[config.mk]
export PLATFORM = sky130hd
export DESIGN_NAME = mreq_arbiter
export DESIGN_NICKNAME = d
export VERILOG_FILES = /design/src/rtl/mreq_arbiter.sv
export SDC_FILE = /design/constraint.sdc
export NUM_CORES = 1
export LEC_CHECK = 0
export BUFFER_PORTS_ARGS = -buffer_cell sky130_fd_sc_hd__buf_2
export CAP_MARGIN = 20
export CELL_PAD_IN_SITES_DETAIL_PLACEMENT = 1
export CELL_PAD_IN_SITES_GLOBAL_PLACEMENT = 1
export CORE_ASPECT_RATIO = 0.5
export CORE_MARGIN = 1
export CORE_UTILIZATION = 20
export DETAILED_ROUTE_END_ITERATION = 7
export PLACE_DENSITY_LB_ADDON = 0.1
export RECOVER_POWER = 25
export SETUP_SLACK_MARGIN = 0.15
export SYNTH_ARGS = -nofsm -noshare
export SYNTH_HDL_FRONTEND = slang
export SYNTH_SLANG_ARGS = --single-unit
[constraint.sdc]
create_clock -name i_clk -period 1.9 [get_ports i_clk]
set_input_delay 0.285 -clock i_clk [delete_from_list [all_inputs] [get_ports i_clk]]
set_output_delay 0.285 -clock i_clk [all_outputs]
set_load 0.02 [all_outputs]
[src/rtl/mreq_arbiter.sv]
// mreq_arbiter: round-robin sharing of one downstream MREQ port between NREQ requesters.
// Build macro MREQ_ARB_FIXED_PRIO_EN pins the priority pointer at 0 (fixed lowest-index priority).
module mreq_arbiter #(
    parameter int unsigned NREQ = 2
) (
    input  logic                 i_clk,
    input  logic                 i_rst,
    input  logic [NREQ-1:0]      i_req_valid,
    output logic [NREQ-1:0]      o_req_ready,
    input  logic [NREQ-1:0]      i_req_wr,
    input  logic [2*NREQ-1:0]    i_req_wsize,
    input  logic [NREQ-1:0]      i_req_aincr,
    input  logic [8*NREQ-1:0]    i_req_size,
    input  logic [32*NREQ-1:0]   i_req_addr,
    output logic                 o_mreq_valid,
    input  logic                 i_mreq_ready,
    output logic                 o_mreq_wr,
    output logic [1:0]           o_mreq_wsize,
    output logic                 o_mreq_aincr,
    output logic [7:0]           o_mreq_size,
    output logic [31:0]          o_mreq_addr,
    output logic [NREQ-1:0]      o_grant,
    output logic                 o_busy
);
    localparam int unsigned IW = 2;

    typedef enum logic [1:0] {
        ST_IDLE  = 2'd0,
        ST_GRANT = 2'd1
    } state_t;

    state_t          state_q;
    logic [IW-1:0]   gnt_idx_q;
    logic [IW-1:0]   ptr_q;
    logic [NREQ-1:0] grant_q;
    logic            busy_q;

    // Requester buses widened to the 4-requester maximum so a 2-bit index selects exactly.
    logic [3:0]      valid_ext;
    logic [3:0]      wr_ext;
    logic [7:0]      wsize_ext;
    logic [3:0]      aincr_ext;
    logic [31:0]     size_ext;
    logic [127:0]    addr_ext;

    assign valid_ext = 4'(i_req_valid);
    assign wr_ext    = 4'(i_req_wr);
    assign wsize_ext = 8'(i_req_wsize);
    assign aincr_ext = 4'(i_req_aincr);
    assign size_ext  = 32'(i_req_size);
    assign addr_ext  = 128'(i_req_addr);

    logic            gnt_ok;
    logic            active;
    logic            sel_valid;
    logic            pick_found;
    logic [IW-1:0]   pick_idx;
    logic [3:0]      pick_oh;
    logic [IW-1:0]   start;
    logic [IW-1:0]   ptr_nxt;
    logic [3:0]      ready_ext;

    assign gnt_ok    = (32'(gnt_idx_q) < NREQ);
    assign active    = (state_q == ST_GRANT) && gnt_ok;
    assign sel_valid = valid_ext[gnt_idx_q];

    // Rotating scan: first valid requester at or after the priority pointer.
    always_comb begin
        logic [IW-1:0] idx;
        pick_found = 1'b0;
        pick_idx   = '0;
        idx        = '0;
        start      = (32'(ptr_q) < NREQ) ? ptr_q : '0;
        for (int unsigned k = 0; k < NREQ; k++) begin
            idx = IW'((32'(start) + k) % NREQ);
            if (!pick_found && valid_ext[idx]) begin
                pick_found = 1'b1;
                pick_idx   = idx;
            end
        end
        pick_oh = 4'b0001 << pick_idx;
    end

`ifdef MREQ_ARB_FIXED_PRIO_EN
    assign ptr_nxt = '0;
`else
    assign ptr_nxt = (gnt_idx_q == IW'(NREQ - 1)) ? '0 : gnt_idx_q + 1'b1;
`endif

    always_comb begin
        ready_ext = '0;
        if (active) begin
            ready_ext[gnt_idx_q] = i_mreq_ready;
        end
    end

    assign o_req_ready  = ready_ext[NREQ-1:0];
    assign o_mreq_valid = active && sel_valid;
    assign o_mreq_wr    = active ? wr_ext[gnt_idx_q] : 1'b0;
    assign o_mreq_wsize = active ? wsize_ext[{gnt_idx_q, 1'b0} +: 2] : '0;
    assign o_mreq_aincr = active ? aincr_ext[gnt_idx_q] : 1'b0;
    assign o_mreq_size  = active ? size_ext[{gnt_idx_q, 3'b000} +: 8] : '0;
    assign o_mreq_addr  = active ? addr_ext[{gnt_idx_q, 5'b00000} +: 32] : '0;
    assign o_grant      = grant_q;
    assign o_busy       = busy_q;

    always_ff @(posedge i_clk) begin
        if (i_rst) begin
            state_q   <= ST_IDLE;
            gnt_idx_q <= '0;
            ptr_q     <= '0;
            grant_q   <= '0;
            busy_q    <= 1'b0;
        end else begin
            case (state_q)
                ST_IDLE: begin
                    if (pick_found) begin
                        state_q   <= ST_GRANT;
                        gnt_idx_q <= pick_idx;
                        grant_q   <= pick_oh[NREQ-1:0];
                        busy_q    <= 1'b1;
                    end
                end
                ST_GRANT: begin
                    if (!gnt_ok) begin
                        state_q <= ST_IDLE;
                        grant_q <= '0;
                        busy_q  <= 1'b0;
                    end else if (!sel_valid || i_mreq_ready) begin
                        // Completed handshake and requester abort both release and rotate.
                        state_q <= ST_IDLE;
                        ptr_q   <= ptr_nxt;
                        grant_q <= '0;
                        busy_q  <= 1'b0;
                    end
                end
                default: begin
                    state_q <= ST_IDLE;
                    grant_q <= '0;
                    busy_q  <= 1'b0;
                end
            endcase
        end
    end

endmodule

Word-level counts from Yosys, hierarchy flattened
Cells that the tools add are included.
- RAM bits: 0
- input bits: 93
- latch bits: 0
- bits in read-only memories: 0
- memories: 0
- output and inout port bits: 50
- register bits: 9
- add/subtract/negate cells: 2
- shift-type cells: 4
- reduce and logical (&&, ||, !) cells: 11
- $mul: 0
- muxes and demuxes: 34
- eq/ne operators: 4
- bitwise operators: 1
- divide/modulo/power cells: 0
- magnitude comparators: 6
- operators with widths (operator ; number):
    128-bit by 8-bit indexed part select with 32-bit output ; 1
    32-bit 2-to-1 mux ; 1
    32-bit by 6-bit indexed part select with 8-bit output ; 1
    1-bit 2-to-1 mux ; 17
    2-bit 2-to-1 mux ; 8
    8-bit 2-to-1 mux ; 1
    2-bit case mux with 2 select lines ; 2
    8-bit by 4-bit indexed part select with 2-bit output ; 1
    1-bit binary-select mux with 2-bit select ; 3
    1-bit by 3-bit < comparator with 1-bit output, second input constant ; 2
    2-bit by 1-bit == test with 1-bit output, second input constant ; 2
    1-bit logical AND ; 4
    2-bit < comparator, second input constant ; 2
    2-bit AND reduction ; 2
    2-bit by 3-bit < comparator with 1-bit output, second input constant ; 1
    3-bit by 2-bit inequality test with 1-bit output, second input constant ; 1
    3-bit AND reduction ; 1
    2-bit by 1-bit adder with 2-bit output, second input constant ; 1
    2-bit bitwise AND ; 1
    1-bit demux with 2-bit select ; 1
    2-bit by 1-bit greater-or-equal comparator with 1-bit output, second input constant ; 1
    1-bit zero test ; 2
    2-bit zero test ; 1
    2-bit inequality test, second input constant ; 1
    4 further kinds ; 4

Logic depth before layout (Yosys ltp)
Gate-level depths: netlist of run 1.
- depth after elaboration: 11
- gate-level depth with buffers: 5
- depth with buffers taken out: 3

Worst setup path before layout of run 1
Ideal clock, no wire load.
- path type: reg-to-output
- start point: register, netlist name o_busy
- end point: output o_mreq_addr[24]
- path slack: 0.406 ns
- stages on the path, launching flop included: 4
- arrival time: 1.209 ns
- data required time: 1.615 ns
- cells stage by stage: dfxtp_1 -> buf_2 -> clkbuf_1 -> nor2b_1
- RTL lines (element ; line ; RTL):
    end, declared ; 21 ; output logic [31:0] o_mreq_addr,

Final worst setup path of run 1
- start point: register gnt_idx_q[0]
- end point: output o_mreq_wsize[1]
- word-level cells in the longest chain between the ends: 3
- elaborated cells on any way between the ends: 4
- RTL lines (element ; line ; RTL):
    start, declared ; 33 ; logic [IW-1:0] gnt_idx_q;
    start signal, assigned ; 119 ; gnt_idx_q <= pick_idx;
    parallel branches: the longest is 2 deep, another holds 8-bit by 4-bit indexed part select with 2-bit output ; -- ;
    2-bit 2-to-1 mux * ; 100 ; assign o_mreq_wsize = active ? wsize_ext[{gnt_idx_q, 1'b0} +: 2] : '0;
    end, declared ; 18 ; output logic [1:0] o_mreq_wsize,
Every way passes the cells marked *.

==> summary.md, run 1 <==
| Metric | Value |
|---|---|
| Outcome | `completed` |
| PwrDens | `433.5 nW/um^2` |
| Core ar. | `4977 sq um` |
| DRC viols | `0` |
| Gpl congestion | `roughly 0.68` |
| Crit path to | `o_mreq_wsize[1]` |
| Unrepaired setup endpoints after global routing | `false` |
| Crit path depth | `4` |
| CP Class | `flip-flop to primary output` |
| Initial Utilization | `0.2097` |
| Yosys warnings | `0` |
| Post-synth EDFFs | `0` |
| Die area | `~5500 sq um` |
| Iteration-0 DRC Markers | `22` |
| Multi-input gate area | `a little under 900 sq um` |
| Routed vias/inst | `approximately 4.2` |
| First-pass GRT wire length | `between 5000 and 6000 microns` |
| Fmax | `approximately 630 MHz` |
| Diodes inserted | `0` |
| Total power | `slightly above 800 uW` |
| Pins Over Slew Limit | `0` |
| Site row count | `18` |
| Post-Syn Area | `roughly 1000 sq um` |
| Top_reg_cell synth | `dfxtp_1` |
| R2R cell count | `3` |
| Max_slew headroom | `0.7174` |
| Leakage | `roughly 0.00096 uW` |
| Antenna-violating nets left | `0` |
| PortBufs | `approximately 140` |
| Min-Delay Path Class | `input pin to flip-flop` |
| Fraction of registers with async set/reset | `0` |
| Place WS | `0.4001 ns` |
| GRT Total Usage | `0.1269` |
| Worst Path Required | `roughly 1.6 ns` |
| Syn-to-layout area delta | `78.78%` |
| Unique masters post-synth | `22` |
| Crit path buffers/inverters | `2` |
| Register area | `roughly 100 sq um` |
| Io pins | `between 100 and 150` |
| Max rail drop VDD | `0.2926 mV` |
| CTS H-Tree Depth | `1` |
| Syn Area/Cell | `between 8 and 9 sq um` |
| R2R Path End | `o_grant[0]$_SDFFE_PP0P_` |
| Fin nets | `roughly 360` |
| Commonest cells after routing, fill and taps aside | `buf_2, mux2i_1, nor2b_1, clkbuf_1, dfxtp_1` |
| CP Launch Type | `flip-flop` |
| Die extent in y | `~53 microns` |
| Initial antenna violation count | `0` |
| Synthesized Nets | `roughly 220` |
| Internal reg-to-reg setup slack | `0.71 ns` |
| Largest net degree at the start of global routing | `between 40 and 50` |
| Routed WL | `4090 microns` |
| Post CTS Setup Buffer Count | `0` |
| Most common cell after layout, fill and taps aside | `buf_2` |
| Crit-path cells | `buf_12, mux2i_1, nor2b_1, buf_2` |
| Post-DR wirelength/cell | `12.10 microns` |
| Crit-path max cell delay | `between 0.4 and 0.5 ns` |
| Endpoints failing hold | `0` |
| Min cycle time layout | `~1.6 ns` |
| Final Cycle Share | `0.8405` |
| Clock root buffer master | `clkbuf_8` |
| Via count of the routed design | `1418` |
| Worst-path clk slew | `approximately 0.04 ns` |
| Layout cells sized above 1 | `0.5410` |
| Critical path arrival | `around 1.3 ns` |
| Fillers | `approximately 660` |
| Total CTS buffers | `3` |
| Mapped Cells | `130` |
| Gr ovfl total | `0` |
| Clock buffer depth | `2` |
| Final Skew | `between 0.0008 and 0.0009 ns` |
| Worst-path maximum fanout | `22` |
| Core Util, Final | `0.3748` |
| Critical Path Sink Type | `primary output` |
| CP delay by family, top | `flip-flops` |
| TritonCTS clock tree | `done` |
| Worst Tran Pin Value | `between 0.4 and 0.5 ns` |
| Worst Setup SP | `gnt_idx_q[0]$_SDFFE_PP0P_` |
| Drt pass-1 iters | `4` |
| Worst skew pair latency | `about 0.22 ns` |
| Setup WS post-layout | `between 0.3 and 0.4 ns` |
| Hold buffers post-CTS | `0` |
| Worst flop-to-flop path startpoint | `gnt_idx_q[0]$_SDFFE_PP0P_` |
| Setup violations, final | `0` |
| CP max stage cell | `dfxtp_4` |
| Die Span X | `~100 microns` |
| Fin Setup TNS | `0 ns` |
| CTS Sinks | `5` |
| Max-cap violations | `0` |
| FF+latch count, synth | `5` |
| Vias in the first global route | `between 1000 and 1500` |
| Final HPWL DP | `roughly 3200 microns` |
| Sequential share of the synthesized area | `0.09592` |
routing by layer:
layer  share of wire  wire length, microns  GRT usage  vias up
li1                -                     -          -      721
met1            0.42                  1711     0.1522      643
met2            0.52                  2109     0.2389       52
met3           0.062                   252    0.02956        2
met4          0.0039                    16    0.02143        0
met5               0                     0          0        -
state kept, by name, summed over array words and instances (netlist names):
register and cells:
gnt_idx_q 1, o_busy 1, o_grant 2, ptr_q 1
how the worst min path moves through the flow:
stage                          startpoint                         to  slack [ns]  cells after the start
finish                              i_rst  gnt_idx_q[0]$_SDFFE_PP0P_        0.30                      2
global route                        i_rst  gnt_idx_q[0]$_SDFFE_PP0P_        0.31                      2
CTS                                 i_rst  gnt_idx_q[0]$_SDFFE_PP0P_        0.31                      2
detailed placement  ptr_q[0]$_SDFFE_PP0P_      ptr_q[0]$_SDFFE_PP0P_        0.48                      1
floorplan                           i_rst  gnt_idx_q[0]$_SDFFE_PP0P_        0.35                      1
global placement    ptr_q[0]$_SDFFE_PP0P_      ptr_q[0]$_SDFFE_PP0P_        0.47                      1
cells in the mapped netlist (2+ instances only):
library cell | number | area (sq um)
a21oi_1 | 2 | 10.01
nand2_1 | 3 | 11.26
dfxtp_1 | 5 | 100.1
buf_6 | 3 | 33.78
nor2_1 | 3 | 11.26
mux2i_1 | 45 | 450.4
o32ai_1 | 2 | 17.52
buf_2 | 3 | 15.01
o21a_1 | 2 | 15.01
nor2b_1 | 45 | 281.5
clkbuf_1 | 5 | 18.77
nand2b_1 | 2 | 12.51
per-stage QoR:
step | instance area [sq um] | cells | hold slack [ns]
2_1_floorplan | 1044 | 130 | 0.3541
3_3_place_gp | 1803 | 333 | 0.4700
3_5_place_dp | 1803 | 333 | 0.4810
4_1_cts | 1848 | 337 | 0.3109
5_1_grt | 1866 | 338 | 0.3127
6_report | 1866 | 338 | 0.3017
timing repair:
item	4_1_cts	5_1_grt
resized for setup	0	1
endpoints found under the setup margin	0	39
hold endpoints to repair	0	0
final cells by class:
type                            instances  share of cell area
Inverter                                1            0.002012
Timing Repair Buffer                  146              0.4078
Tap cell                               70             0.04695
Multi-Input combinational cell        112              0.4634
Sequential cell                         5             0.05567
Clock buffer                            4             0.02414
worst reg2reg max path: stages, from the launching register on:
cell and delay [ns]:
dfxtp_4 0.42, mux2i_1 0.12, or2_0 0.29, o32ai_1 0.28
kinds of logic after synthesis:
| kind of cell | synth area share |
|---|---|
| buffers and inverters | 0.07553 |
| and+or+nand+nor | 0.3285 |
| DFF | 0.09593 |
| AOI/OAI and AO/OA | 0.06835 |
| muxes | 0.4317 |
where the power goes:
| part | internal (uW) | total (uW) | switching [uW] |
|---|---|---|---|
| Clock | 144 | 196 | 52.0 |
| Combinational | 231 | 488 | 257 |
| Sequential | 114 | 125 | 10.4 |
| Total | 489 | 809 | 319 |
No activity file was read; power rests on OpenSTA's default activity.
==> run 2, diff against run 1 <==
Settings changed: ABC_AREA set to 1, CORE_UTILIZATION 20 to 14.
Clock period 1.9 ns to 1.3 ns, I/O delays scaled along.
==> run 2 against run 1 <==
The run now ends with negative setup slack left. Combinational power up 110%. Total power is 110% higher. Register-to-register slack got worse by 0.57 ns. Clock power grew to 2.6 times the previous value. Clock-buffer cell count did not move. Wire length is 29% higher. Utilization up 1.4 points. Critical endpoint is now o_mreq_addr[11].
==> summary.md, run 2 <==
| Metric | Value |
|---|---|
| Outcome | `finished, violations left` |
| Violated checks | `negative setup slack` |
| Internal reg-to-reg setup slack | `0.14 ns (-0.57 ns)` |
| Vias in the first global route | `1731 (+39%)` |
| Synth Area in Adders | `0 (unchanged)` |
| Most frequent cells after synthesis | `nand2_1, a21oi_1, buf_6` |
| Routed WL | `5269 microns (+29%)` |
| PwrDens | `712.7 nW/um^2 (+64%)` |
| Most common cell after layout, fill and taps aside | `buf_2` |
| Synthesized Nets | `276 (+24%)` |
| Worst Tran Pin Value | `0.2631 ns (-0.1608 ns)` |
| CP Class | `flip-flop to primary output` |
| Compound-Gate Fraction of Synth Area | `0.2685 (+0.2001)` |
| Yosys top cell area share | `0.3785 (-0.05313)` |
| Antenna-violating nets left | `0 (unchanged)` |
| CTS Sinks | `5 (unchanged)` |
| Total CTS buffers | `3 (unchanged)` |
| Final Skew | `0.0002471 ns (-0.0005678 ns)` |
| Fin Setup TNS | `-3.637 ns (-3.637 ns)` |
| Syn Area/Cell | `5.094 sq um (-37%)` |
| Worst-path maximum fanout | `19 (-14%)` |
| Synth area leader | `nand2_1` |
| Layout cells sized above 1 | `0.6595 (+0.1185)` |
| Fin nets | `420 (+16%)` |
| Die Span X | `117.4 microns (+13%)` |
| Hold Path End | `gnt_idx_q[0]$_SDFFE_PP0P_` |
| Via count of the routed design | `1730 (+22%)` |
| Fmax | `a little over 700 MHz` |
| Largest net degree at the start of global routing | `22 (-50%)` |
| First-pass GRT wire length | `8031 microns (+40%)` |
| Fin cells | `414 (+22%)` |
| FF+latch count, synth | `5 (unchanged)` |
| Sequential share of the synthesized area | `0.1074 (+0.01146)` |
| Clock Power Share | `0.296 (+0.054)` |
| Top_reg_cell synth | `dfxtp_1` |
| Pint | `1053 uW (+120%)` |
| Max-cap violations | `0 (unchanged)` |
| Worst Path Required | `1.11 ns (-0.51 ns)` |
| Initial Utilization | `0.1490 (-0.06065)` |
| Crit-path max cell delay | `0.40 ns (-0.02 ns)` |
| Drt pass-1 iters | `4 (unchanged)` |
| Min-Delay Path Class | `input pin to flip-flop` |
| Critical path arrival | `1.22 ns (-0.09 ns)` |
| TritonCTS clock tree | `done` |
| DP Cell Count | `405 (+22%)` |
| Sequential share of power | `0.107 (-0.047)` |
| Net switching power | `680.2 uW (+110%)` |
| Io pins | `143 (unchanged)` |
| CTS H-Tree Depth | `1 (unchanged)` |
| Most common cell in the netlist | `nand2_1` |
| DRC viols | `0 (unchanged)` |
| Syn-to-layout area delta | `160.9%` |
| Post-synth EDFFs | `0 (unchanged)` |
| Final Cycle Share | `1.087` |
| Worst flop-to-flop path startpoint | `gnt_idx_q[0]$_SDFFE_PP0P_` |
| Critical Path Sink Type | `primary output` |
| Place WS | `0.04442 ns (-0.3557 ns)` |
| Largest family of logic cells by synthesized area | `simple AND/OR/NAND/NOR gates` |
| Fraction of registers with async set/reset | `0 (unchanged)` |
| Iteration-0 DRC Markers | `34 (+55%)` |
| GRT Total Usage | `0.1399 (+0.01302)` |
| Gpl congestion | `0.7106 (+4.4%)` |
| R2R Path End | `ptr_q[0]$_SDFFE_PP0P_` |
| Simple-gate area share of the yosys netlist | `0.4456 (+0.1171)` |
| Unique masters post-synth | `17 (-23%)` |
| Site row count | `20 (+2)` |
| Post-Synth XOR/XNOR Area | `0 (unchanged)` |
| Diodes inserted | `0 (unchanged)` |
| CP max stage cell | `dfxtp_4` |
| Initial antenna violation count | `0 (unchanged)` |
| Max_slew headroom | `0.8254 (+0.1080)` |
| Post-Syn Area | `932.1 sq um (-11%)` |
| Gr ovfl total | `0 (unchanged)` |
| Clock root buffer master | `clkbuf_16` |
| Core Util, Final | `0.3888 (+0.01399)` |
| Pins Over Slew Limit | `0 (unchanged)` |
| Clock buffer depth | `2 (unchanged)` |
| Post-DR wirelength/cell | `12.73 microns (+5.2%)` |
| Multi-input gate area | `982.2 sq um (+14%)` |
| Routed vias/inst | `4.179 (-0.39%)` |
| Finished Cell Area | `2432 sq um (+30%)` |
| Die area | `7008 sq um (+27%)` |
| Hold Path Stages | `2 (unchanged)` |
| Crit-path cells | `buf_8, nand2_1, a21oi_4, buf_4` |
| PortBufs | `142 (unchanged)` |
| Top area cells in the synthesized netlist | `nand2_1, a21oi_1, buf_6` |
| Fillers | `812 (+22%)` |
| Max rail drop VDD | `0.4860 mV (+66%)` |
| R2R cell count | `6 (+3)` |
| Hold buffers post-CTS | `0 (unchanged)` |
| Final HPWL DP | `3943 microns (+23%)` |
| Number of flip-flops in the largest register | `2 (unchanged)` |
| Commonest cells after routing, fill and taps aside | `buf_2, nand2_1, buf_4, a21oi_2, a21oi_4` |
| Yosys warnings | `0 (unchanged)` |
| CP delay by family, top | `flip-flops` |
| Unrepaired setup endpoints after global routing | `true` |
| Switching share of power | `0.3924 (-0.002504)` |
| Post CTS Setup Buffer Count | `0 (unchanged)` |
| Register area | `107.6 sq um (+3.6%)` |
| DP Area | `1991 sq um (+10%)` |
| Crit path buffers/inverters | `2 (unchanged)` |
| Endpoints failing hold | `0 (unchanged)` |
| Setup violations, final | `45 (+45)` |
| CP Launch Type | `flip-flop` |
| Mapped Cells | `183 (+41%)` |
| Core ar. | `6256 sq um (+26%)` |
| Worst-path clk slew | `0.03 ns (about the same)` |
| Die extent in y | `59.70 microns (+12%)` |
| Logic pwr share | `0.597 (-0.006)` |
| Hold path start | `i_rst` |
| Setup WS post-layout | `-0.1129 ns (-0.4160 ns)` |
| Worst skew pair latency | `0.23 ns (about the same)` |
| Min cycle time layout | `1.413 ns` |
| Leakage | `0.001194 uW (+24%)` |
| Mux share of post-synthesis cell area | `0 (-0.4317)` |
[run 2: routing by layer]
metal,vias to the layer above,wire length (microns),track usage
met3,3,296,0.02385
met5,-,0,0
met1,791,2365,0.1670
met4,0,17,0.01670
met2,60,2588,0.2756
li1,876,-,-
[run 2: logic make-up (layout without fill, tap and decap cells)]
group           after synthesis  after routing
simple gates                106            106
compound gates               50             50
buf+inv                      22            165
flops                         5              5
[run 2: power groups by stage]
stage                     logic (uW)  registers (uW)  clock network, uW
after floorplan                  546             188                  0
after global placement           842             181                  0
after detailed placement         855             182                  0
after CTS                        991             184                518
after global routing            1120             187                525
final                           1030             185                513
[run 2: how the worst max path moves through the flow]
stage / from / end / slack [ns] / depth (start not counted)
after floorplan: o_busy$_SDFFE_PP0P_ / o_mreq_size[2] / 0.15 / 4
after global placement: gnt_idx_q[0]$_SDFFE_PP0P_ / o_mreq_addr[8] / 0.06 / 5
after detailed placement: gnt_idx_q[0]$_SDFFE_PP0P_ / o_mreq_addr[1] / 0.04 / 5
after CTS: gnt_idx_q[0]$_SDFFE_PP0P_ / o_mreq_addr[0] / -0.13 / 4
after global routing: gnt_idx_q[0]$_SDFFE_PP0P_ / o_mreq_addr[11] / -0.15 / 4
final: gnt_idx_q[0]$_SDFFE_PP0P_ / o_mreq_addr[11] / -0.11 / 4
[run 2: area by class of cell]
cell class,count,area share
Timing Repair Buffer,154,0.4583
Multi-Input combinational cell,156,0.4038
Tap cell,88,0.04527
Sequential cell,5,0.04424
Clock buffer,4,0.03241
Inverter,7,0.01595
[run 2: per-stage QoR]
step,hold WS (ns),power (uW)
finish,0.1817,1734
global route,0.2014,1829
CTS,0.1739,1693
detailed placement,0.4150,1037
global placement,0.4137,1023
floorplan,0.2641,734.1
[run 2: repair_timing]
item	CTS	global route
pin swaps	2	2
gates cloned	3	2
endpoints found under the hold margin	0	0
endpoints found under the setup margin	50	50
resized for setup	61	24
